===== src/rtl/burst_sequencer_if.sv =====
// Control/status bundle between the register block and the burst sequencer.
// The master side is the register interface and datapath; the slave side is the sequencer.
interface burst_sequencer_if #(
  parameter int CNT_W = 16,
  parameter int DLY_W = 24
);
  logic             Load;
  logic [1:0]       Mode_in;
  logic [CNT_W-1:0] Burst_Count_in;
  logic [DLY_W-1:0] Trig_Delay_in;
  logic             Ext_Pol;
  logic             Ext_Trig;
  logic             Soft_Trig;
  logic             Stop;
  logic             PCO;
  logic             Wave_Carry;
  logic             Burst_EN;
  logic             Wave_EN;
  logic             Phase_Clr;
  logic             Trig_Out;
  logic             Burst_Active;
  logic             Trig_Overrun;

  modport master (
    output Load, Mode_in, Burst_Count_in, Trig_Delay_in, Ext_Pol,
           Ext_Trig, Soft_Trig, Stop, PCO, Wave_Carry,
    input  Burst_EN, Wave_EN, Phase_Clr, Trig_Out, Burst_Active, Trig_Overrun
  );

  modport slave (
    input  Load, Mode_in, Burst_Count_in, Trig_Delay_in, Ext_Pol,
           Ext_Trig, Soft_Trig, Stop, PCO, Wave_Carry,
    output Burst_EN, Wave_EN, Phase_Clr, Trig_Out, Burst_Active, Trig_Overrun
  );
endinterface


===== src/rtl/burst_sequencer.sv =====
// Burst-mode sequencer: gates the phase path for N waveform cycles after a trigger.
// Optional trigger delay (DELAY state and counter) is built only when BURST_TRIG_DELAY_EN is defined.
module burst_sequencer #(
  parameter int CNT_W = 16,
  parameter int DLY_W = 24
) (
  input  logic                Clock,
  input  logic                Reset,
  burst_sequencer_if.slave    bus
);

  typedef enum logic [1:0] {
    ST_IDLE  = 2'b00,
    ST_DELAY = 2'b01,
    ST_RUN   = 2'b10
  } state_t;

  localparam logic [1:0]       MODE_CONT = 2'b00;
  localparam logic [1:0]       MODE_INT  = 2'b01;
  localparam logic [1:0]       MODE_EXT  = 2'b10;
  localparam logic [1:0]       MODE_SOFT = 2'b11;
  localparam logic [CNT_W-1:0] CNT_ZERO  = {CNT_W{1'b0}};
  localparam logic [CNT_W-1:0] CNT_ONE   = {{(CNT_W-1){1'b0}}, 1'b1};
  localparam logic [CNT_W-1:0] CNT_MAX   = {CNT_W{1'b1}};

  state_t           state_r;
  logic [1:0]       mode_r;
  logic [CNT_W-1:0] count_r;
  logic             pol_r;
  logic             abort_r;
  logic             sync1_r, sync2_r, sync3_r, ext_edge_r;
  logic [CNT_W-1:0] count_lat_r;
  logic [CNT_W-1:0] cyc_cnt_r;
  logic             burst_en_r, wave_en_r, phase_clr_r, trig_out_r, active_r, overrun_r;
  logic             trig_s;
  logic [CNT_W-1:0] cyc_nxt_s;
`ifdef BURST_TRIG_DELAY_EN
  localparam logic [DLY_W-1:0] DLY_ZERO = {DLY_W{1'b0}};
  localparam logic [DLY_W-1:0] DLY_ONE  = {{(DLY_W-1){1'b0}}, 1'b1};
  logic [DLY_W-1:0] delay_r;
  logic [DLY_W-1:0] dly_cnt_r;
`endif

  // Shadow registers; a mode change arms an abort that takes effect one edge later.
  always_ff @(posedge Clock) begin
    if (Reset) begin
      mode_r  <= MODE_CONT;
      count_r <= CNT_ZERO;
      pol_r   <= 1'b0;
      abort_r <= 1'b0;
`ifdef BURST_TRIG_DELAY_EN
      delay_r <= DLY_ZERO;
`endif
    end else begin
      abort_r <= bus.Load && (bus.Mode_in != mode_r);
      if (bus.Load) begin
        mode_r  <= bus.Mode_in;
        count_r <= bus.Burst_Count_in;
        pol_r   <= bus.Ext_Pol;
`ifdef BURST_TRIG_DELAY_EN
        delay_r <= bus.Trig_Delay_in;
`endif
      end
    end
  end

  // External trigger synchronizer and registered polarity-selected edge pulse.
  always_ff @(posedge Clock) begin
    if (Reset) begin
      sync1_r    <= 1'b0;
      sync2_r    <= 1'b0;
      sync3_r    <= 1'b0;
      ext_edge_r <= 1'b0;
    end else begin
      sync1_r    <= bus.Ext_Trig;
      sync2_r    <= sync1_r;
      sync3_r    <= sync2_r;
      ext_edge_r <= pol_r ? (sync3_r & ~sync2_r) : (sync2_r & ~sync3_r);
    end
  end

  // Trigger source mux and saturating cycle-count increment.
  always_comb begin
    trig_s = 1'b0;
    case (mode_r)
      MODE_INT:  trig_s = bus.PCO;
      MODE_EXT:  trig_s = ext_edge_r;
      MODE_SOFT: trig_s = bus.Soft_Trig;
      default:   trig_s = 1'b0;
    endcase
    if (cyc_cnt_r == CNT_MAX) begin
      cyc_nxt_s = cyc_cnt_r;
    end else begin
      cyc_nxt_s = cyc_cnt_r + CNT_ONE;
    end
  end

  // Burst FSM with all outputs registered alongside the state.
  always_ff @(posedge Clock) begin
    if (Reset) begin
      state_r     <= ST_IDLE;
      count_lat_r <= CNT_ZERO;
      cyc_cnt_r   <= CNT_ZERO;
      burst_en_r  <= 1'b0;
      wave_en_r   <= 1'b0;
      phase_clr_r <= 1'b0;
      trig_out_r  <= 1'b0;
      active_r    <= 1'b0;
      overrun_r   <= 1'b0;
`ifdef BURST_TRIG_DELAY_EN
      dly_cnt_r   <= DLY_ZERO;
`endif
    end else begin
      burst_en_r  <= (mode_r == MODE_INT);
      trig_out_r  <= 1'b0;
      phase_clr_r <= 1'b0;
      if (bus.Load) begin
        overrun_r <= 1'b0;
      end else if (trig_s && (state_r != ST_IDLE) && !bus.Stop && !abort_r) begin
        overrun_r <= 1'b1;
      end
      // Stop, a pending mode-change abort, or continuous mode all force IDLE.
      if (bus.Stop || abort_r || (mode_r == MODE_CONT)) begin
        state_r   <= ST_IDLE;
        wave_en_r <= (mode_r == MODE_CONT);
        active_r  <= 1'b0;
      end else begin
        case (state_r)
          ST_IDLE: begin
            wave_en_r <= 1'b0;
            active_r  <= 1'b0;
            if (trig_s) begin
              trig_out_r  <= 1'b1;
              active_r    <= 1'b1;
              cyc_cnt_r   <= CNT_ZERO;
              count_lat_r <= count_r;
`ifdef BURST_TRIG_DELAY_EN
              if (delay_r != DLY_ZERO) begin
                dly_cnt_r <= delay_r;
                state_r   <= ST_DELAY;
              end else begin
                state_r     <= ST_RUN;
                wave_en_r   <= 1'b1;
                phase_clr_r <= 1'b1;
              end
`else
              state_r     <= ST_RUN;
              wave_en_r   <= 1'b1;
              phase_clr_r <= 1'b1;
`endif
            end
          end
`ifdef BURST_TRIG_DELAY_EN
          ST_DELAY: begin
            if (dly_cnt_r == DLY_ONE) begin
              state_r     <= ST_RUN;
              wave_en_r   <= 1'b1;
              phase_clr_r <= 1'b1;
            end else begin
              dly_cnt_r <= dly_cnt_r - DLY_ONE;
            end
          end
`endif
          ST_RUN: begin
            // The carry coinciding with the phase clear belongs to the old phase.
            if (bus.Wave_Carry && !phase_clr_r) begin
              cyc_cnt_r <= cyc_nxt_s;
              if ((count_lat_r != CNT_ZERO) && (cyc_nxt_s == count_lat_r)) begin
                state_r   <= ST_IDLE;
                wave_en_r <= 1'b0;
                active_r  <= 1'b0;
              end
            end
          end
          default: begin
            state_r   <= ST_IDLE;
            wave_en_r <= 1'b0;
            active_r  <= 1'b0;
          end
        endcase
      end
    end
  end

  assign bus.Burst_EN     = burst_en_r;
  assign bus.Wave_EN      = wave_en_r;
  assign bus.Phase_Clr    = phase_clr_r;
  assign bus.Trig_Out     = trig_out_r;
  assign bus.Burst_Active = active_r;
  assign bus.Trig_Overrun = overrun_r;

endmodule

===== src/flat_wrapper.sv =====
// flat-port wrapper written by rule: the top's interface ports become plain ports
module burst_sequencer_flat 
#(
  parameter int CNT_W = 16,
  parameter int DLY_W = 24
)
  (Clock, Reset, bus_Load, bus_Mode_in, bus_Burst_Count_in, bus_Trig_Delay_in, bus_Ext_Pol, bus_Ext_Trig, bus_Soft_Trig, bus_Stop, bus_PCO, bus_Wave_Carry, bus_Burst_EN, bus_Wave_EN, bus_Phase_Clr, bus_Trig_Out, bus_Burst_Active, bus_Trig_Overrun);
  burst_sequencer_if #(.CNT_W(CNT_W), .DLY_W(DLY_W)) bus_i ();
  input  logic Clock;
  input  logic Reset;
  input wire logic [$bits(bus_i.Load)-1:0] bus_Load;
  input wire logic [$bits(bus_i.Mode_in)-1:0] bus_Mode_in;
  input wire logic [$bits(bus_i.Burst_Count_in)-1:0] bus_Burst_Count_in;
  input wire logic [$bits(bus_i.Trig_Delay_in)-1:0] bus_Trig_Delay_in;
  input wire logic [$bits(bus_i.Ext_Pol)-1:0] bus_Ext_Pol;
  input wire logic [$bits(bus_i.Ext_Trig)-1:0] bus_Ext_Trig;
  input wire logic [$bits(bus_i.Soft_Trig)-1:0] bus_Soft_Trig;
  input wire logic [$bits(bus_i.Stop)-1:0] bus_Stop;
  input wire logic [$bits(bus_i.PCO)-1:0] bus_PCO;
  input wire logic [$bits(bus_i.Wave_Carry)-1:0] bus_Wave_Carry;
  output wire logic [$bits(bus_i.Burst_EN)-1:0] bus_Burst_EN;
  output wire logic [$bits(bus_i.Wave_EN)-1:0] bus_Wave_EN;
  output wire logic [$bits(bus_i.Phase_Clr)-1:0] bus_Phase_Clr;
  output wire logic [$bits(bus_i.Trig_Out)-1:0] bus_Trig_Out;
  output wire logic [$bits(bus_i.Burst_Active)-1:0] bus_Burst_Active;
  output wire logic [$bits(bus_i.Trig_Overrun)-1:0] bus_Trig_Overrun;
  assign bus_i.Load = bus_Load;
  assign bus_i.Mode_in = bus_Mode_in;
  assign bus_i.Burst_Count_in = bus_Burst_Count_in;
  assign bus_i.Trig_Delay_in = bus_Trig_Delay_in;
  assign bus_i.Ext_Pol = bus_Ext_Pol;
  assign bus_i.Ext_Trig = bus_Ext_Trig;
  assign bus_i.Soft_Trig = bus_Soft_Trig;
  assign bus_i.Stop = bus_Stop;
  assign bus_i.PCO = bus_PCO;
  assign bus_i.Wave_Carry = bus_Wave_Carry;
  assign bus_Burst_EN = bus_i.Burst_EN;
  assign bus_Wave_EN = bus_i.Wave_EN;
  assign bus_Phase_Clr = bus_i.Phase_Clr;
  assign bus_Trig_Out = bus_i.Trig_Out;
  assign bus_Burst_Active = bus_i.Burst_Active;
  assign bus_Trig_Overrun = bus_i.Trig_Overrun;
  burst_sequencer #(.CNT_W(CNT_W), .DLY_W(DLY_W)) u_core (.Clock(Clock), .Reset(Reset), .bus(bus_i));
endmodule

===== config.mk =====
export PLATFORM = sky130hd
export DESIGN_NAME = burst_sequencer_flat
export DESIGN_NICKNAME = d
export VERILOG_FILES = /design/src/rtl/burst_sequencer_if.sv /design/src/rtl/burst_sequencer.sv /design/src/flat_wrapper.sv
export SDC_FILE = /design/constraint.sdc
export NUM_CORES = 1
export LEC_CHECK = 0
export ABC_AREA = 1
export CAP_MARGIN = 10
export CORE_MARGIN = 2
export CORE_UTILIZATION = 45
export CTS_CLUSTER_DIAMETER = 50
export DETAILED_ROUTE_END_ITERATION = 10
export GPL_TIMING_DRIVEN = 1
export PLACE_DENSITY = 0.81
export SKIP_CTS_REPAIR_TIMING = 1
export SYNTH_ARGS = -nofsm -noshare
export SYNTH_HDL_FRONTEND = slang
export SYNTH_SLANG_ARGS = --single-unit

===== constraint.sdc =====
create_clock -name Clock -period 1.9 [get_ports Clock]
set_input_delay 0.38 -clock Clock [delete_from_list [all_inputs] [get_ports Clock]]
set_output_delay 0.38 -clock Clock [all_outputs]
set_load 0.02 [all_outputs]

==> results of run 1 <==
==> layout make-up <==
cell class	count	area [um^2]
clock buffer	9	124
timing repair buffer	82	699
inverter	65	249
multi-input combinational	309	1540
tap	77	96.3
fill	547	2430
clock inverter	7	73.8
sequential	62	1250
==> registers in the layout, summed over array words and instances, names as in the netlist <==
name                     flops
u_core.abort_r               1
u_core.bus.Burst_Active      1
u_core.bus.Burst_EN          1
u_core.bus.Phase_Clr         1
u_core.bus.Trig_Overrun      1
u_core.bus.Wave_EN           1
u_core.count_lat_r          16
u_core.count_r              16
u_core.cyc_cnt_r            16
u_core.ext_edge_r            1
u_core.mode_r                2
u_core.pol_r                 1
u_core.state_r               1
u_core.sync1_r               1
u_core.sync2_r               1
u_core.sync3_r               1
==> logic make-up after synthesis <==
family                   Yosys count  synth area share
adder cells (fa/ha/maj)            1           0.00411
flip-flops                        62             0.408
buffers and inverters             83             0.109
AND/OR/NAND/NOR                  220             0.314
XOR/XNOR                          11            0.0317
AO/OA/AOI/OAI                     77             0.134
==> power groups by stage <==
stage	combinational, mW	sequential, mW	clock (mW)
after detailed placement	0.199	1.38	0
after floorplan	0.0965	1.38	0
after global routing	0.225	1.36	1.23
after CTS	0.201	1.35	1.18
final	0.202	1.35	1.17
after global placement	0.193	1.38	0
==> layer usage <==
| metal | GRT usage | wire (um) | up-vias |
|---|---|---|---|
| met2 | 0.350 | 3640 | 105 |
| met1 | 0.261 | 3330 | 1366 |
| li1 | - | - | 1606 |
| met4 | 0.0838 | 145 | 0 |
| met5 | 0 | 0 | - |
| met3 | 0.0390 | 380 | 16 |
==> final timing paths <==
kind	slack (ns)	start	to
worst min-delay path	0.41	u_core.sync1_r$_SDFF_PP0_	u_core.sync2_r$_SDFF_PP0_
worst min register to register	0.41	u_core.sync1_r$_SDFF_PP0_	u_core.sync2_r$_SDFF_PP0_
worst max-delay path	-0.17	u_core.cyc_cnt_r[1]$_SDFFE_PP0P_	u_core.bus.Burst_Active$_SDFFE_PP0P_
worst max register to register	-0.17	u_core.cyc_cnt_r[1]$_SDFFE_PP0P_	u_core.bus.Burst_Active$_SDFFE_PP0P_
==> cell usage after synthesis, types with 2 or more instances <==
master	count
nand2_1	111
inv_1	64
dfxtp_1	62
nand3_1	45
nor2_1	37
o21ai_0	36
a21oi_1	35
clkbuf_1	14
nand4_1	11
xor2_1	9
nand2_2	7
nor2_2	3
buf_6	2
nor3_1	2
o22ai_1	2
xnor2_1	2
==> worst max-delay path, cell delays in order (launching register included) <==
cell and delay [ns]:
dfxtp_2 0.37, buf_4 0.14, nand3_1 0.12, nor2_1 0.27, nand3_1 0.12, nand2_1 0.08, nand2_1 0.08, nand2_1 0.09
nand2_1 0.06, nand2_1 0.07, nand3_1 0.07, nor2_1 0.11, nand3_1 0.12, nand2_1 0.09, nand2_1 0.06, nand2_2 0.07
nor2_1 0.04
==> flow_metrics.tcl, run 1 <==
set metrics [dict create \
    status "finished, violations left" \
    violations "negative setup slack" \
    drv_cap 0 \
    holdPathStages 2 \
    cts_buffers 9 \
    final_cell_mix "107 x nand2_1, 63 x inv_1, 56 x dfxtp_1" \
    finalCritPeriodShare 1.09 \
    grt_max_degree 35 \
    vias 3093 \
    fin_crit_ns 2.07 \
    tightest_slew_ns 0.385 \
    ys.flop_type "dfxtp_1" \
    synth_cell_types 28 \
    dpl_cell_area_um2 3740 \
    dp_cells 592 \
    relSlewSlack 0.743 \
    worstSkewPairLatency_ns 0.35 \
    timing.hold.ws_ns 0.412 \
    drt_wl_total_mm 7.49 \
    clk_pin_slew_ns 0.08 \
    drtAntennaViolNets 0 \
    syn_inst 454 \
    drv_slew 0 \
    fin_cells 611 \
    rsz0062_at_grt "true" \
    cts_root_buf "clkbuf_8" \
    routedWlPerCell_um 12.3 \
    cp-start-kind "flop" \
    cts.htree.levels 3 \
    hold_violations 0 \
    initial_core_util 0.471 \
    drcViolationCount 0 \
    first_global_vias 2788 \
    drt-initial-drc-count 168 \
    irDropWorstVdd_mv 0.522 \
    finalNetCount 581 \
    crit_type "flop to flop" \
    cp.required_ns 2.15 \
    die_w_um 86.3 \
    crit_fanout 4 \
    power_frac_comb 0.074 \
    worst-endpoint-arrival_ns 2.31 \
    pre_cts_ws_ns -0.451 \
    switching_power_mw 0.680 \
    coreArea_um2 6460 \
    reg2reg_depth 16 \
    synthTopCellsByArea "dfxtp_1 41%, nand2_1 14%, inv_1 7.9%" \
    fmax_mhz 484 \
    ios 57 \
    final_common_cell "nand2_1" \
    p_leak_nw 1.73 \
    sequentialPowerShare 0.497 \
    fin_util 0.624 \
    numClockSinks 62 \
    synth.top_cell.area_share 0.408 \
    clock_path_buffers 2 \
    die_h_um 86.3 \
    avgSynthCellArea_um2 6.71 \
    cts_tree "done" \
    finalInstanceArea_um2 4030 \
    syn_nets 506 \
    min_path_type "flop to flop" \
    grt_util_all_layers 0.207 \
    synth_largest_area_cell "dfxtp_1" \
    gp_congestion 0.895 \
    syn_area_um2 3040 \
    ys_seq_area_frac 0.408 \
    end_kind "flop" \
    clkPwrFrac 0.429 \
    synth_edf_count 0 \
    dpl.hpwl_mm 5.35 \
    fin_total_pwr_mw 2.72 \
    layout-drive-gt1-share 0.185 \
    core.rowCount 29 \
    async_reset_ff_frac 0 \
    yosysWarnings 0 \
    fp.dieArea_um2 7440 \
    n_antenna_cell 0 \
    setup_viol 3 \
    p_sw_frac 0.250 \
    antenna_found_initial 0 \
    ys_ff_latch 62 \
    p_int_mw 2.04 \
    firstDrtPassIters 6 \
    fin_worst_skew_ns 0.00883 \
    viasPerCell 5.06 \
    area_growth_pct 32.5 \
    grt.overflow.total 0 \
    io_buffers 32 \
    grt_pass1_wl_mm 12.2 \
    tns_ns -0.407 \
    p_per_area_nw_per_um2 676 \
    setup_ws_ns -0.166 \
]
Power figures use the tool's default switching activity.
==> run 2, diff against run 1 <==
Settings changed: CORE_MARGIN 2 to unset.
==> run 2 against run 1 <==
Critical endpoint is now u_core.state_r[1]$_SDFFE_PP0P_. The run still ends with negative setup slack left. First-iteration DRC count rose by 32%. Register-to-register slack improved by 0.05 ns. Hold slack got worse by 0.0029 ns.
==> flow_metrics.tcl, run 2 (synthesized netlist as in run 1, its figures left out) <==
set metrics [dict create \
    status "finished, violations left" \
    violations "negative setup slack" \
    tns_ns -0.242 \
    hp-start "u_core.sync1_r$_SDFF_PP0_" \
    crit_type "flop to flop" \
    dpl.hpwl_mm 5.37 \
    fin_worst_skew_ns 0.00563 \
    drt-initial-drc-count 221 \
    finalNetCount 580 \
    r2r_slack_ns -0.11 \
    fp.dieArea_um2 7100 \
    ios 57 \
    firstDrtPassIters 4 \
    power_frac_comb 0.075 \
    sequentialPowerShare 0.506 \
    critPathLaunch "u_core.cyc_cnt_r[0]$_SDFFE_PP0P_" \
    cts_tree "done" \
    irDropWorstVdd_mv 0.713 \
    cp.required_ns 2.14 \
    fin_cells 610 \
    routedWlPerCell_um 11.9 \
    first_global_vias 2842 \
    min_path_type "flop to flop" \
    crit_fanout 7 \
    io_buffers 32 \
    top_regs "u_core.count_lat_r (16), u_core.count_r (16), u_core.cyc_cnt_r (16)" \
    worstSkewPairLatency_ns 0.34 \
    cts_root_buf "clkbuf_8" \
    initial_core_util 0.474 \
    r2r-end "u_core.state_r[1]$_SDFFE_PP0P_" \
    tightest_slew_ns 0.387 \
    n_antenna_cell 0 \
    viasPerCell 5.06 \
    crit_path_frequent_cell "nand2_1" \
    hold_violations 0 \
    coreArea_um2 6420 \
    antenna_found_initial 0 \
    dp_cells 594 \
    gp_congestion 0.840 \
    reg2reg_depth 15 \
    clock_path_buffers 2 \
    pre_cts_ws_ns -0.411 \
    clkPwrFrac 0.420 \
    cp_slowest_cell "dfxtp_2" \
    crit_chain "buf_4 -> nand3_1 -> buf_4 -> xor2_2 -> nand2_1 -> nand2_1 -> nand2_1 -> nor2_1 -> nand2_1 -> nor2_1 -> nand3_1 -> nand2_1 -> nand2_1 -> nand2_2 -> inv_1" \
    drv_cap 0 \
    r2r_start "u_core.cyc_cnt_r[0]$_SDFFE_PP0P_" \
    core.rowCount 29 \
    grt.overflow.total 0 \
    cts.htree.levels 3 \
    p_sw_frac 0.238 \
    finalCritPeriodShare 1.06 \
    crit_end "u_core.state_r[1]$_SDFFE_PP0P_" \
    cts_buffers 9 \
    fmax_mhz 497 \
    layout-drive-gt1-share 0.193 \
    die_w_um 84.3 \
    switching_power_mw 0.638 \
    drt_wl_total_mm 7.25 \
    die_h_um 84.3 \
    fin_crit_ns 2.01 \
    fill_cells 520 \
    final_common_cell "nand2_1" \
    p_int_mw 2.04 \
    cp-start-kind "flop" \
    grt_util_all_layers 0.211 \
    drcViolationCount 0 \
    end_kind "flop" \
    numClockSinks 62 \
    p_per_area_nw_per_um2 662 \
    setup_viol 3 \
    p_leak_nw 1.72 \
    drv_slew 0 \
    vias 3084 \
    final_cell_mix "108 x nand2_1, 63 x inv_1, 56 x dfxtp_1" \
    clk_pin_slew_ns 0.07 \
    critPathMaxStageDelay_ns 0.35 \
    setup_ws_ns -0.112 \
    relSlewSlack 0.741 \
    rsz0062_at_grt "true" \
    grt_max_degree 35 \
    grt_pass1_wl_mm 12.1 \
    drtAntennaViolNets 0 \
    worst-endpoint-arrival_ns 2.25 \
    area_growth_pct 32.8 \
]
## run 2: critical path, delay by kind of cell, from the launching register on
| kind | cells | cell delay (ns) |
|---|---|---|
| AND/OR/NAND/NOR | 11 | 1.02 |
| buffers and inverters | 3 | 0.38 |
| flip-flops | 1 | 0.35 |
| XOR/XNOR | 1 | 0.17 |
## run 2: worst min path at each step
stage          cells after the start                   endpoint  slack [ns]
2_1_floorplan                      2  u_core.sync2_r$_SDFF_PP0_        0.39
3_3_place_gp                       2  u_core.sync2_r$_SDFF_PP0_        0.40
3_5_place_dp                       2  u_core.sync2_r$_SDFF_PP0_        0.40
4_1_cts                            2  u_core.sync2_r$_SDFF_PP0_        0.41
5_1_grt                            2  u_core.sync2_r$_SDFF_PP0_        0.44
6_report                           2  u_core.sync2_r$_SDFF_PP0_        0.41
## run 2: cell type report
class	instances	area [um^2]	share of cell area
inverters	65	249	0.0616
multi-input cells	309	1570	0.387
clock buffers	10	128	0.0316
repair buffers	81	692	0.171
well taps	77	96.3	0.0238
clock inverters	6	62.6	0.0155
flip-flops and latches	62	1250	0.309
## run 2: through the flow
step | hold WS (ns) | cell area (um^2) | utilization | power (mW)
finish | 0.409 | 4040 | 0.629 | 2.68
global route | 0.435 | 4040 | 0.629 | 2.77
CTS | 0.409 | 3950 | 0.614 | 2.69
detailed placement | 0.397 | 3760 | 0.585 | 1.58
global placement | 0.396 | 3760 | 0.585 | 1.57
floorplan | 0.388 | 3060 | - | 1.48
## run 2: per-layer routing
metal  vias up  track usage  share of wire
li1       1599            -              -
met5         -            0              0
met1      1403        0.255           0.45
met3        10       0.0383          0.038
met2        72        0.369           0.50
met4         0       0.0878          0.016
## run 2: power groups by stage
stage / Combinational (mW) / Sequential (mW) / Clock (mW)
floorplan: 0.0965 / 1.38 / 0
detailed placement: 0.198 / 1.38 / 0
global placement: 0.193 / 1.38 / 0
CTS: 0.200 / 1.35 / 1.14
finish: 0.200 / 1.35 / 1.12
global route: 0.221 / 1.36 / 1.20
==> run 3, diff against run 2 <==
Settings changed: GPL_ROUTABILITY_DRIVEN set to 0, SLEW_MARGIN set to 20.
==> results of run 3 <==
Same layout as run 2: the final DEF is identical, and so are final timing and power.
